## src/rtl/adder_share_arbiter.sv

```systemverilog
`default_nettype none
// ============================================================================
// Module   : adder_share_arbiter
// Purpose  : Round-robin sharing of one external adder among four requesters.
// Revision : 1.0 - initial release
// ============================================================================
module adder_share_arbiter #(
  parameter int WIDTH   = 8,
  parameter int ADD_LAT = 1
) (
  input  logic               clk,
  input  logic               rst,
  input  logic [3:0]         req,
  input  logic [4*WIDTH-1:0] a_in,
  input  logic [4*WIDTH-1:0] b_in,
  input  logic [3:0]         cin_in,
  output logic [3:0]         grant,
  output logic [3:0]         done,
  output logic [WIDTH-1:0]   sum_out,
  output logic               cout_out,
  output logic               busy,
  output logic [WIDTH-1:0]   add_a,
  output logic [WIDTH-1:0]   add_b,
  output logic               add_cin,
  input  logic [WIDTH-1:0]   add_sum,
  input  logic               add_cout
);

  localparam int            CW    = (ADD_LAT > 0) ? $clog2(ADD_LAT + 1) : 1;
  localparam logic [CW-1:0] c_lat = CW'(ADD_LAT);

  typedef enum logic [0:0] {
    IDLE = 1'b0,
    WAIT = 1'b1
  } state_t;

  state_t           r_state, w_state;
  logic [1:0]       r_ptr, w_ptr;
  logic [1:0]       r_idx, w_idx;
  logic [CW-1:0]    r_cnt, w_cnt;
  logic [3:0]       w_grant, w_done;
  logic [WIDTH-1:0] w_a, w_b, w_sum;
  logic             w_cin, w_cout;
  logic [3:0]       w_rot;
  logic [1:0]       w_off, w_pick;
  logic             w_found;

  // Rotate requests so bit 0 is the pointer position; lowest set bit wins.
  assign w_rot = 4'({req, req} >> r_ptr);

  always_comb begin
    w_off = 2'd0;
    for (int i = 3; i >= 0; i--) begin
      if (w_rot[i]) w_off = 2'(i);
    end
    w_found = |req;
    w_pick  = r_ptr + w_off;
  end

  always_comb begin
    w_state = r_state;
    w_ptr   = r_ptr;
    w_idx   = r_idx;
    w_cnt   = r_cnt;
    w_grant = 4'b0000;
    w_done  = 4'b0000;
    w_a     = add_a;
    w_b     = add_b;
    w_cin   = add_cin;
    w_sum   = sum_out;
    w_cout  = cout_out;
    case (r_state)
      IDLE: begin
        if (w_found) begin
          w_a     = a_in[w_pick*WIDTH +: WIDTH];
          w_b     = b_in[w_pick*WIDTH +: WIDTH];
          w_cin   = cin_in[w_pick];
          w_grant = 4'b0001 << w_pick;
          w_idx   = w_pick;
          w_cnt   = c_lat;
          w_state = WAIT;
        end
      end
      WAIT: begin
        if (r_cnt != '0) begin
          w_cnt = r_cnt - 1'b1;
        end else begin
          w_sum   = add_sum;
          w_cout  = add_cout;
          w_done  = 4'b0001 << r_idx;
          w_ptr   = r_idx + 2'd1;
          w_state = IDLE;
        end
      end
      default: w_state = IDLE;
    endcase
  end

  always_ff @(posedge clk or posedge rst) begin
    if (rst) begin
      r_state  <= IDLE;
      r_ptr    <= 2'd0;
      r_idx    <= 2'd0;
      r_cnt    <= '0;
      grant    <= 4'b0000;
      done     <= 4'b0000;
      sum_out  <= '0;
      cout_out <= 1'b0;
      add_a    <= '0;
      add_b    <= '0;
      add_cin  <= 1'b0;
    end else begin
      r_state  <= w_state;
      r_ptr    <= w_ptr;
      r_idx    <= w_idx;
      r_cnt    <= w_cnt;
      grant    <= w_grant;
      done     <= w_done;
      sum_out  <= w_sum;
      cout_out <= w_cout;
      add_a    <= w_a;
      add_b    <= w_b;
      add_cin  <= w_cin;
    end
  end

  assign busy = (r_state != IDLE);

endmodule
`default_nettype wire

```

## config.mk

```make
export PLATFORM = sky130hd
export DESIGN_NAME = adder_share_arbiter
export DESIGN_NICKNAME = d
export VERILOG_FILES = /design/src/rtl/adder_share_arbiter.sv
export SDC_FILE = /design/constraint.sdc
export NUM_CORES = 1
export LEC_CHECK = 0
export BUFFER_PORTS_ARGS = -buffer_cell sky130_fd_sc_hd__buf_4
export CAP_MARGIN = 20
export CORE_UTILIZATION = 46
export DETAILED_ROUTE_END_ITERATION = 7
export PLACE_DENSITY = 0.8
export SETUP_SLACK_MARGIN = 0.15
export SYNTH_ARGS = -nofsm -noshare
export SYNTH_HDL_FRONTEND = slang
export SYNTH_SLANG_ARGS = --single-unit
export TNS_END_PERCENT = 20
```

## constraint.sdc

```tcl
create_clock -name clk -period 3.6 [get_ports clk]
set_clock_uncertainty 0.05 [all_clocks]
set_input_delay 0.18 -clock clk [delete_from_list [all_inputs] [get_ports clk]]
set_output_delay 0.18 -clock clk [all_outputs]
set_load 0.02 [all_outputs]
```

==> summary.md <==
| Metric | Value |
|---|---|
| CP Capture Type | `register` |
| Slew headroom | `0.467` |
| Worst hold path depth | `2` |
| Setup Viol. Count Final | `0` |
| CP max stage delay | `500 ps` |
| Min-delay src | `add_sum[3]` |
| 1st-iter DRT viols | `199` |
| Dominant cell type by area after synthesis | `dfrtp_1` |
| Post-CTS setup buffer count | `0` |
| Post-Syn Nets | `323` |
| Crit path DAT | `3000 ps` |
| Maximum vdd drop | `518 uV` |
| Chip Width | `73.7 um` |
| Die area | `5430 um^2` |
| Tmin final | `2890 ps` |
| Fin crit share | `0.802` |
| Layout Cells excl Fill | `415` |
| RR Endpoint | `add_b[5]` |
| Overall power | `3.25 mW` |
| Worst-path clk slew | `70 ps` |
| Die Y-Extent | `73.7 um` |
| Fmax | `346 MHz` |
| Crit Path Max Fanout | `18` |
| Post-DP HPWL | `4450 um` |
| Setup TNS Final | `0 ps` |
| R2r worst-path depth | `8` |
| Pleak | `1.55 nW` |
| Seq cells post-synth | `40` |
| Synth warn | `0` |
| R2R setup slack | `710 ps` |
| Initial core utilization | `0.487` |
| Vias post-DR | `2245` |
| Antenna diodes | `0` |
| Vias per cell | `5.41` |
| Post-synthesis sequential area ratio | `0.424` |
| Mapped Area | `2360 um^2` |
| Setup CP Type | `reg -> reg` |
| Avg WL per Cell | `14.2 um` |
| Worst slack at placement | `736 ps` |
| Slew of the pin with the lowest slew margin | `800 ps` |
| Global-route wire length before repair | `9100 um` |
| RR Startpoint | `r_ptr[0]` |
| Routability cong. | `0.843` |
| Total congestion overflow | `0` |
| Global-route usage over all layers | `0.221` |
| Dominant cells by area after synthesis | `dfrtp_1, nor2b_1, a2111oi_0, a221oi_1, o31ai_1` |
| Distinct cells, synth | `36` |
| Setup WS post-layout | `713 ps` |
| Routed Antenna Nets | `0` |
| Top cell type's share of synthesized area | `0.424` |
| Fill cell count | `400` |
| RSZ-0062 raised after global routing | `false` |
| Row cnt | `25` |
| Nets | `435` |
| Critical path required time | `3720 ps` |
| Worst-path cell chain | `o311ai_0 -> o21ai_0 -> o221ai_1 -> ha_2 -> xor2_1 -> nand4_2 -> a221oi_1 -> o31ai_1` |
| Vias in the first global route | `2008` |
| Cts hold-fix bufs | `1` |
| Core ar. | `4850 um^2` |
| Final hold viol count | `0` |
| H-tree depth | `2` |
| # IOs | `118` |
| Initial DRT Pass Iterations | `4` |
| Layout cells sized above 1 | `0.425` |
| Area grow syn2layout | `43.3%` |
| Clk sink count | `40` |
| CTS Root Cell | `clkbuf_8` |
| CTS buffer count | `5` |
| PortBufs | `117` |
| Inst Count DP | `406` |
| CTS tree | `yes` |
| Initial antenna violation count | `0` |
| Status | `complete, no violations` |
| Startpoint types | `register` |
| Post-Synthesis Cells | `235` |
| Mean Syn Cell Area | `10.1 um^2` |
| Number of max-cap violations | `0` |
| PD cells | `960 nW/um^2` |
| Slew Viols, Final | `0` |
| Longest Clk Path Bufs | `2` |
| DRT Wirelength | `5910 um` |
| CTS resizes | `0` |
| Hold WC Path Type | `in -> reg` |
| Later-pin clock latency in the skew report | `290 ps` |
| Max stage delay cell, worst path | `dfrtp_1` |
| Largest net degree at the start of global routing | `40` |
| Remaining DRCs | `0` |
| Hold worst-path end | `sum_out[3]` |
report_power, final:
part	leakage [nW]	internal (mW)	switching, mW
clock network	0.0510	0.153	0.150
registers	0.491	0.667	0.135
logic	1.01	0.913	1.23
worst max-delay path by stage:
stage | slack [ps] | end | from | cells after the start
6_report | 710 | add_b[5] | r_ptr[0] | 8
5_1_grt | 390 | add_a[7] | r_ptr[0] | 8
4_1_cts | 720 | add_a[7] | r_ptr[0] | 8
3_5_place_dp | 740 | add_a[7] | r_ptr[0] | 8
3_3_place_gp | 810 | add_b[7] | r_ptr[0] | 8
2_1_floorplan | 1120 | add_a[7] | r_ptr[0] | 10
flip-flops by register name, indices dropped and copies added (netlist names), 2 cells and up:
name     flops
r_idx        2
grant        4
done         4
add_b        8
r_ptr        2
add_a        8
sum_out      8
final cells by class:
class	instances	area [um^2]	share of cell area
inverter	4	15.0	0.00443
tap	67	83.8	0.0248
clock buffer	6	82.6	0.0244
multi-input combinational	172	1250	0.368
sequential	40	1000	0.296
clock inverter	2	10.0	0.00296
timing repair buffer	124	946	0.279
synth_stat cells:
master	count
nor2_1	10
o31ai_1	17
nor2b_1	38
a2111oi_0	17
xnor2_1	1
o22ai_1	1
dfrtp_1	40
nand3_1	1
or3_4	1
xor2_1	1
o21ai_1	1
a221oi_1	17
nor4_4	1
o21a_1	2
nor3b_1	2
o311ai_0	1
buf_6	3
nand2_1	23
inv_1	4
buf_1	1
nand2b_1	3
and2_1	4
o31ai_4	1
clkbuf_1	12
buf_2	1
nor3_2	1
a21oi_1	2
o21ai_0	5
mux2_2	10
ha_1	5
nand4_2	1
mux2i_1	1
buf_4	2
a31oi_4	1
nor3_1	3
o221ai_1	1
logic make-up after synthesis:
kind of cell             after synthesis  synth area share
AO/OA/AOI/OAI                         66             0.231
XOR/XNOR                               2           0.00741
adder cells (fa/ha/maj)                5            0.0265
buffers and inverters                 23            0.0498
flip-flops                            40             0.424
multiplexers                          11            0.0519
AND/OR/NAND/NOR                       88             0.210
worst max-delay path, delay by kind of cell, from the launching register on:
family	cells	cell delay [ps]
AND/OR/NAND/NOR	1	490
XOR/XNOR	1	300
adder cells (fa/ha/maj)	1	250
AO/OA/AOI/OAI	5	1170
flip-flops	1	500
metrics by stage:
stage	utilization	instance area, um^2	hold slack (ps)
finish	0.698	3390	69.7
global route	0.698	3390	70.0
CTS	0.698	3390	64.1
detailed placement	0.677	3280	116
global placement	0.677	3280	115
floorplan	-	2360	282
per-layer routing:
| metal | up-vias | GRT usage | wire, um |
|---|---|---|---|
| li1 | 1097 | - | - |
| met1 | 1040 | 0.255 | 2400 |
| met2 | 100 | 0.399 | 3010 |
| met3 | 8 | 0.0508 | 431 |
| met4 | 0 | 0.0791 | 74 |
| met5 | - | 0 | 0 |
cell usage in the layout (no fill, tap or decap), types with 2 or more instances in the layout:
cell type	netlist	layout
and2_1	4	4
a2111oi_0	17	17
inv_1	4	3
o21a_1	2	2
dfrtp_1	40	40
a21oi_1	2	2
mux2_2	10	10
nor2b_1	38	38
ha_1	5	4
clkinv_2	0	2
nor2_1	10	10
a221oi_1	17	17
clkbuf_8	0	6
nand2_1	23	23
nor3_1	3	3
nor3b_1	2	2
o21ai_0	5	5
o31ai_1	17	17
buf_4	2	122
nand2b_1	3	3
(Power assumes the default switching activity.)
